--- config.mk ---
export PLATFORM = sky130hd
export DESIGN_NAME = neuron_feeder_flat
export DESIGN_NICKNAME = d
export VERILOG_FILES = /design/src/rtl/neuron_feeder_if.sv /design/src/rtl/neuron_feeder.sv /design/src/flat_wrapper.sv
export SDC_FILE = /design/constraint.sdc
export NUM_CORES = 1
export LEC_CHECK = 0
export CAP_MARGIN = 10
export CORE_MARGIN = 2
export CORE_UTILIZATION = 30
export DETAILED_ROUTE_END_ITERATION = 10
export HOLD_SLACK_MARGIN = 0.02
export PLACE_DENSITY = 0.51
export SLEW_MARGIN = 0
export SYNTH_ARGS = -nofsm -noshare
export SYNTH_HDL_FRONTEND = slang
export SYNTH_SLANG_ARGS = --single-unit
--- constraint.sdc ---
create_clock -name clk -period 5.9 [get_ports clk]
set_input_delay 1.77 -clock clk [delete_from_list [all_inputs] [get_ports clk]]
set_output_delay 1.77 -clock clk [all_outputs]
set_load 0.005 [all_outputs]
--- src/rtl/neuron_feeder_if.sv ---
// Stream, weight-write and neuron-side signals of neuron_feeder.
// master = upstream/neuron side driving the feeder, slave = the feeder itself.
interface neuron_feeder_if #(
  parameter int SET_W = 2
) ();
  logic             in_valid;
  logic [15:0]      in_data;
  logic             in_ready;
  logic             w_wr_en;
  logic [SET_W+1:0] w_wr_addr;
  logic [15:0]      w_wr_data;
  logic             w_wr_drop;
  logic [15:0]      x1, x2, x3;
  logic [15:0]      w1, w2, w3;
  logic             done1, done2, done3;
  logic             neuron_done;
  logic [SET_W-1:0] set_idx;
  logic             busy;
  logic             vec_done;
  logic             err;

  modport master (
    output in_valid, in_data, w_wr_en, w_wr_addr, w_wr_data, neuron_done,
    input  in_ready, w_wr_drop, x1, x2, x3, w1, w2, w3, done1, done2, done3,
           set_idx, busy, vec_done, err
  );

  modport slave (
    input  in_valid, in_data, w_wr_en, w_wr_addr, w_wr_data, neuron_done,
    output in_ready, w_wr_drop, x1, x2, x3, w1, w2, w3, done1, done2, done3,
           set_idx, busy, vec_done, err
  );
endinterface

--- src/rtl/neuron_feeder.sv ---
// Collects a 3-lane FP16 vector and issues it once per stored weight set to a single neuron.
// Optional WAIT timeout with sticky err: define NEURON_FEEDER_TIMEOUT_EN.
module neuron_feeder #(
  parameter int NUM_SETS    = 4,
  parameter int SET_W       = 2,
  parameter int TIMEOUT_CYC = 255
) (
  input  logic           clk,
  input  logic           reset,
  neuron_feeder_if.slave bus
);

  typedef enum logic [2:0] {
    S_IDLE    = 3'd0,
    S_COLLECT = 3'd1,
    S_ISSUE   = 3'd2,
    S_WAIT    = 3'd3,
    S_NEXT    = 3'd4
  } state_t;

  state_t            state_q, state_d;
  logic [1:0]        lane_q, lane_d;
  logic [2:0][15:0]  vec_q, vec_d;
  logic [2:0][15:0]  x_q, x_d;
  logic [2:0][15:0]  w_q, w_d;
  logic              done_q, done_d;
  logic [SET_W-1:0]  set_idx_q, set_idx_d;
  logic              busy_q, busy_d;
  logic              vec_done_q, vec_done_d;
  logic              in_ready_q, in_ready_d;
  logic              w_wr_drop_q, w_wr_drop_d;
`ifdef NEURON_FEEDER_TIMEOUT_EN
  logic              err_q, err_d;
  logic [15:0]       tmo_q, tmo_d;
`endif

  // Bank is deliberately not reset: contents are only meaningful after software writes.
  logic [2:0][15:0]  bank_q [NUM_SETS];

  logic              accept_s;
  logic [SET_W-1:0]  wr_set_s;
  logic [1:0]        wr_lane_s;
  logic              wr_ok_s;

  // Weight-write address decode and acceptance
  always_comb begin
    wr_set_s    = bus.w_wr_addr[SET_W+1:2];
    wr_lane_s   = bus.w_wr_addr[1:0];
    wr_ok_s     = !busy_q && (wr_lane_s != 2'd3) &&
                  ({1'b0, wr_set_s} < (SET_W+1)'(NUM_SETS));
    w_wr_drop_d = bus.w_wr_en && !wr_ok_s;
  end

  // Weight bank storage
  always_ff @(posedge clk) begin
    if (bus.w_wr_en && wr_ok_s) begin
      bank_q[wr_set_s][wr_lane_s] <= bus.w_wr_data;
    end
  end

  // Next-state and output computation for the collect/issue sequencer
  always_comb begin
    state_d    = state_q;
    lane_d     = lane_q;
    vec_d      = vec_q;
    x_d        = x_q;
    w_d        = w_q;
    done_d     = done_q;
    set_idx_d  = set_idx_q;
    busy_d     = busy_q;
    vec_done_d = 1'b0;
`ifdef NEURON_FEEDER_TIMEOUT_EN
    err_d      = err_q;
    tmo_d      = tmo_q;
`endif
    accept_s   = bus.in_valid && in_ready_q;

    case (state_q)
      S_IDLE, S_COLLECT: begin
        if (accept_s) begin
          vec_d[lane_q] = bus.in_data;
          busy_d        = 1'b1;
          if (lane_q == 2'd2) begin
            lane_d  = 2'd0;
            state_d = S_ISSUE;
          end else begin
            lane_d  = lane_q + 2'd1;
            state_d = S_COLLECT;
          end
        end else begin
          state_d = state_q;
        end
      end
      S_ISSUE: begin
        x_d     = vec_q;
        w_d     = bank_q[set_idx_q];
        done_d  = 1'b1;
        state_d = S_WAIT;
`ifdef NEURON_FEEDER_TIMEOUT_EN
        tmo_d   = 16'd0;
`endif
      end
      S_WAIT: begin
        if (bus.neuron_done) begin
          done_d  = 1'b0;
          state_d = S_NEXT;
        end else begin
`ifdef NEURON_FEEDER_TIMEOUT_EN
          // Abandon the vector: no vec_done, the neuron is presumed hung.
          if (tmo_q == 16'(TIMEOUT_CYC - 1)) begin
            err_d     = 1'b1;
            done_d    = 1'b0;
            busy_d    = 1'b0;
            set_idx_d = '0;
            state_d   = S_IDLE;
          end else begin
            tmo_d = tmo_q + 16'd1;
          end
`else
          state_d = S_WAIT;
`endif
        end
      end
      S_NEXT: begin
        if (set_idx_q == SET_W'(NUM_SETS - 1)) begin
          set_idx_d  = '0;
          vec_done_d = 1'b1;
          busy_d     = 1'b0;
          state_d    = S_IDLE;
        end else begin
          set_idx_d  = set_idx_q + SET_W'(1);
          state_d    = S_ISSUE;
        end
      end
      default: begin
        state_d = S_IDLE;
        lane_d  = 2'd0;
      end
    endcase

    in_ready_d = (state_d == S_IDLE) || (state_d == S_COLLECT);
  end

  // State and registered outputs
  always_ff @(posedge clk or negedge reset) begin
    if (!reset) begin
      state_q     <= S_IDLE;
      lane_q      <= 2'd0;
      vec_q       <= '0;
      x_q         <= '0;
      w_q         <= '0;
      done_q      <= 1'b0;
      set_idx_q   <= '0;
      busy_q      <= 1'b0;
      vec_done_q  <= 1'b0;
      in_ready_q  <= 1'b0;
      w_wr_drop_q <= 1'b0;
`ifdef NEURON_FEEDER_TIMEOUT_EN
      err_q       <= 1'b0;
      tmo_q       <= 16'd0;
`endif
    end else begin
      state_q     <= state_d;
      lane_q      <= lane_d;
      vec_q       <= vec_d;
      x_q         <= x_d;
      w_q         <= w_d;
      done_q      <= done_d;
      set_idx_q   <= set_idx_d;
      busy_q      <= busy_d;
      vec_done_q  <= vec_done_d;
      in_ready_q  <= in_ready_d;
      w_wr_drop_q <= w_wr_drop_d;
`ifdef NEURON_FEEDER_TIMEOUT_EN
      err_q       <= err_d;
      tmo_q       <= tmo_d;
`endif
    end
  end

  assign bus.in_ready  = in_ready_q;
  assign bus.w_wr_drop = w_wr_drop_q;
  assign bus.x1        = x_q[0];
  assign bus.x2        = x_q[1];
  assign bus.x3        = x_q[2];
  assign bus.w1        = w_q[0];
  assign bus.w2        = w_q[1];
  assign bus.w3        = w_q[2];
  assign bus.done1     = done_q;
  assign bus.done2     = done_q;
  assign bus.done3     = done_q;
  assign bus.set_idx   = set_idx_q;
  assign bus.busy      = busy_q;
  assign bus.vec_done  = vec_done_q;
`ifdef NEURON_FEEDER_TIMEOUT_EN
  assign bus.err       = err_q;
`else
  assign bus.err       = 1'b0;
`endif

endmodule
--- src/flat_wrapper.sv ---
// flat-port wrapper written by rule: the top's interface ports become plain ports
module neuron_feeder_flat 
#(
  parameter int NUM_SETS    = 4,
  parameter int SET_W       = 2,
  parameter int TIMEOUT_CYC = 255
)
  (clk, reset, bus_in_valid, bus_in_data, bus_w_wr_en, bus_w_wr_addr, bus_w_wr_data, bus_neuron_done, bus_in_ready, bus_w_wr_drop, bus_x1, bus_x2, bus_x3, bus_w1, bus_w2, bus_w3, bus_done1, bus_done2, bus_done3, bus_set_idx, bus_busy, bus_vec_done, bus_err);
  neuron_feeder_if #(.SET_W(SET_W)) bus_i ();
  input  logic clk;
  input  logic reset;
  input wire logic [$bits(bus_i.in_valid)-1:0] bus_in_valid;
  input wire logic [$bits(bus_i.in_data)-1:0] bus_in_data;
  input wire logic [$bits(bus_i.w_wr_en)-1:0] bus_w_wr_en;
  input wire logic [$bits(bus_i.w_wr_addr)-1:0] bus_w_wr_addr;
  input wire logic [$bits(bus_i.w_wr_data)-1:0] bus_w_wr_data;
  input wire logic [$bits(bus_i.neuron_done)-1:0] bus_neuron_done;
  output wire logic [$bits(bus_i.in_ready)-1:0] bus_in_ready;
  output wire logic [$bits(bus_i.w_wr_drop)-1:0] bus_w_wr_drop;
  output wire logic [$bits(bus_i.x1)-1:0] bus_x1;
  output wire logic [$bits(bus_i.x2)-1:0] bus_x2;
  output wire logic [$bits(bus_i.x3)-1:0] bus_x3;
  output wire logic [$bits(bus_i.w1)-1:0] bus_w1;
  output wire logic [$bits(bus_i.w2)-1:0] bus_w2;
  output wire logic [$bits(bus_i.w3)-1:0] bus_w3;
  output wire logic [$bits(bus_i.done1)-1:0] bus_done1;
  output wire logic [$bits(bus_i.done2)-1:0] bus_done2;
  output wire logic [$bits(bus_i.done3)-1:0] bus_done3;
  output wire logic [$bits(bus_i.set_idx)-1:0] bus_set_idx;
  output wire logic [$bits(bus_i.busy)-1:0] bus_busy;
  output wire logic [$bits(bus_i.vec_done)-1:0] bus_vec_done;
  output wire logic [$bits(bus_i.err)-1:0] bus_err;
  assign bus_i.in_valid = bus_in_valid;
  assign bus_i.in_data = bus_in_data;
  assign bus_i.w_wr_en = bus_w_wr_en;
  assign bus_i.w_wr_addr = bus_w_wr_addr;
  assign bus_i.w_wr_data = bus_w_wr_data;
  assign bus_i.neuron_done = bus_neuron_done;
  assign bus_in_ready = bus_i.in_ready;
  assign bus_w_wr_drop = bus_i.w_wr_drop;
  assign bus_x1 = bus_i.x1;
  assign bus_x2 = bus_i.x2;
  assign bus_x3 = bus_i.x3;
  assign bus_w1 = bus_i.w1;
  assign bus_w2 = bus_i.w2;
  assign bus_w3 = bus_i.w3;
  assign bus_done1 = bus_i.done1;
  assign bus_done2 = bus_i.done2;
  assign bus_done3 = bus_i.done3;
  assign bus_set_idx = bus_i.set_idx;
  assign bus_busy = bus_i.busy;
  assign bus_vec_done = bus_i.vec_done;
  assign bus_err = bus_i.err;
  neuron_feeder #(.NUM_SETS(NUM_SETS), .SET_W(SET_W), .TIMEOUT_CYC(TIMEOUT_CYC)) u_core (.clk(clk), .reset(reset), .bus(bus_i));
endmodule
==> impl_results.md <==
* Max Slew Vio Count at 0
* Most frequent cells in the layout: edfxtp_1 (192), dfrtp_1 (155), clkdlybuf4s50_1 (144), mux2i_1 (97), mux2_2 (64)
* Clock Path Buffers at 3
* Period Utilization, post-route at 0.666
* Register area at approximately 0.0097 mm2
* Die Span Y at roughly 210 um
* Via count at 6922
* Sequential Power Share at 0.443
* # IOs at around 150
* Yosys top cell area share at 0.447
* Fin Hold WS at 0.477 ns
* Clock transition at path regs at 0.06 ns
* Dpl cell area at 0.0150 mm2
* Clock skew at roughly 0.023 ns
* Critical path type: reg2out
* Min Tclk post-route at about 3.9 ns
* Int Power at 5.73 mW
* Sink Count at 348
* WHS Endpoint: u_core.bus.x3[10]
* FF-to-FF Start: u_core.bus.set_idx[0]
* Slowest cell on the critical path: dfrtp_4
* Gate power share at 0.257
* Multi-input gate area at 0.00303 mm2
* Post-CTS setup buffer count at 0
* Syn Area/Cell at 17.6 um2
* DR WL/cell at 21.0 um
* Root buffer cell: clkbuf_16
* GPL Wtd Cong at 0.729
* Max-cap viol count at 0
* Worst Hold Path Cells at 1
* Cell taking the most area after synthesis: edfxtp_1
* Grt ovf at 0
* # DRC at 0
* Synthesized cell area at 0.0129 mm2
* Synthesis-to-layout area growth at 25.7%
* Pleak at roughly 6.2 nW
* Max Clock Freq at 0.255 GHz
* R2R depth at 3
* Total chip power at 7.87 mW
* Row cnt at 75
* H-tree depth at 2
* Final net count at about 940
* Pwr dens at 485 mW/mm2
* Initial Util at 0.306
* Worst-Margin Slew at 1.05 ns
* First-pass detailed-route iteration total at 4
* TritonCTS clock tree: done
* Clock Latency Late Sink at around 0.55 ns
* WP data arrival at roughly 2.2 ns
* Setup Total Neg Slack at 0 ns
* Outcome: finished, final reports clean
* Drt total wl at 30.7 mm
* Post-layout util at 0.384
* DR iter-0 viols at 442
* Initial antenna violation count at 0
* Post-DRT Antenna Nets at 0
* Core box area at 0.0422 mm2
* Net Sw Frac at 0.272
* Synthesis-stage register bit count at between 300 and 400
* CTS Buf Count at 38
* Synth Instances at 733
* Number of I/O port buffers at 145
* # resized after CTS at 0
* NetSw at about 2.1 mW
* Die area at 0.0447 mm2
* Most common cell after layout, fill and taps aside: edfxtp_1
* Final hold vios at 0
* Clk pwr share at 0.301
* Seq/Total Area, Yosys at 0.749
* Post-DP HPWL at 18.3 mm
* Ys Warns at 0
* Final Cell Area at around 0.016 mm2
* Hold path start: u_core.vec_q[42]
* Vias in the first global route at 7052
* Peak supply drop at 0.267 mV
* Overall die width at about 210 um
* Synthesized Nets at ~780
* Hold_buf cts at 0
* Reg2Reg Setup Slack at roughly 3.2 ns
* FF-to-FF End: u_core.bus.w3[0]
* Crit end category: output port
* GRT Resource Usage Total at 0.138
* Largest net degree at the start of global routing at 103
* First-pass GRT wire length at 45.4 mm
* Slew headroom at 0.303
* Delay-heaviest family, CP: flip-flops
* Synth unique cells at 36
* Crit-path max FO at 45
* Crit path largest cell delay at 0.94 ns
* Hold/Removal Path Class: reg2reg
* Data required time of the worst path at a little over 4 ns
* # diodes at 0
* Share of layout cells above drive strength 1 at 0.165
* DR vias/cell at ~4.7
* Fillers at a little under 4000
* Top post-synthesis cells by area: edfxtp_1 (45%), dfrtp_1 (30%), mux2i_1 (7.5%)
* CP Cell Sequence: clkdlybuf4s50_1
* RSZ-0062 raised after global routing: false
* WP buf/inv at 1
* Worst setup SP type: register
* Final setup vio count at 0
metrics by stage:
stage                     std cells  setup slack [ns]
after floorplan                 733              2.21
after global placement         1396              2.10
after detailed placement       1396              2.05
after CTS                      1465              1.92
after global routing           1465              1.88
final                          1465              1.97
synthesized netlist by cell type:
| cell type | count |
|---|---|
| buf_6 | 1 |
| inv_1 | 3 |
| o21ai_0 | 3 |
| and2b_1 | 1 |
| or3_1 | 2 |
| nor2_1 | 11 |
| nand2_1 | 56 |
| buf_12 | 1 |
| buf_2 | 16 |
| buf_4 | 4 |
| and4bb_2 | 1 |
| nor2b_1 | 2 |
| nand3_1 | 3 |
| ha_1 | 1 |
| and3_1 | 1 |
| nand4b_1 | 1 |
| o22ai_1 | 1 |
| nand3b_2 | 1 |
| or3b_2 | 1 |
| edfxtp_1 | 192 |
| nand3b_1 | 1 |
| mux2_2 | 64 |
| nor3b_1 | 1 |
| nor3_1 | 3 |
| mux2_4 | 9 |
| mux2_1 | 24 |
| nand4bb_4 | 1 |
| a21oi_1 | 2 |
| clkbuf_1 | 17 |
| nand2b_1 | 5 |
| a21boi_0 | 1 |
| mux2i_1 | 97 |
| conb_1 | 1 |
| or3b_1 | 1 |
| dfrtp_1 | 156 |
| o221ai_1 | 48 |
flip-flops by register name, indices dropped and copies added, names as in the netlist, 2 cells and up:
name                count
u_core.bus.x3          16
u_core.bus.w1          16
u_core.bus.set_idx      2
u_core.bus.w2          16
u_core.bank_q         192
u_core.vec_q           48
u_core.bus.w3          16
u_core.bus.x2          16
u_core.state_q          3
u_core.bus.x1          16
u_core.lane_q           2
kinds of logic after synthesis:
logic type,count (synthesis),synth area share
adders and majority gates,1,0.000970
muxes,194,0.163
buffers and inverters,42,0.0168
and+or+nand+nor,92,0.0344
AOI/OAI and AO/OA,55,0.0356
DFF,348,0.749
other,1,0.000291
power by group through the flow:
stage / combinational, mW / sequential (mW) / clock, mW
final: 2.02 / 3.48 / 2.37
after global routing: 2.20 / 3.56 / 2.54
after CTS: 2.07 / 3.50 / 2.44
after detailed placement: 2.06 / 3.54 / 0
after global placement: 2.03 / 3.54 / 0
after floorplan: 1.10 / 3.39 / 0
metal layers:
layer  wire length [um]  vias to the layer above  global-route usage  part of all wire
met5                  0                        -                   0                 0
met4                585                        0              0.0425             0.019
met3               1560                       35              0.0295             0.051
met2              14200                      182               0.216              0.46
met1              14400                     3585               0.191              0.47
li1                   -                     3120                   -                 -
layout make-up:
type	instances	share of cell area
well taps	539	0.0416
clock inverters	12	0.0110
clock buffers	57	0.0656
inverters	3	0.000694
repair buffers	163	0.0979
flip-flops and latches	348	0.596
multi-input cells	343	0.187
how the worst max path moves through the flow:
| stage | from | endpoint | cells after the start |
|---|---|---|---|
| 2_1_floorplan | bus_w_wr_addr[1] | u_core.bank_q[0][0] | 3 |
| 3_3_place_gp | bus_in_valid | u_core.vec_q[11] | 4 |
| 3_5_place_dp | bus_in_valid | u_core.vec_q[8] | 4 |
| 4_1_cts | u_core.bus.set_idx[0] | bus_set_idx[0] | 1 |
| 5_1_grt | u_core.bus.set_idx[0] | bus_set_idx[0] | 1 |
| 6_report | u_core.bus.set_idx[0] | bus_set_idx[0] | 1 |
Note: power is estimated with default switching activity, not from simulation.
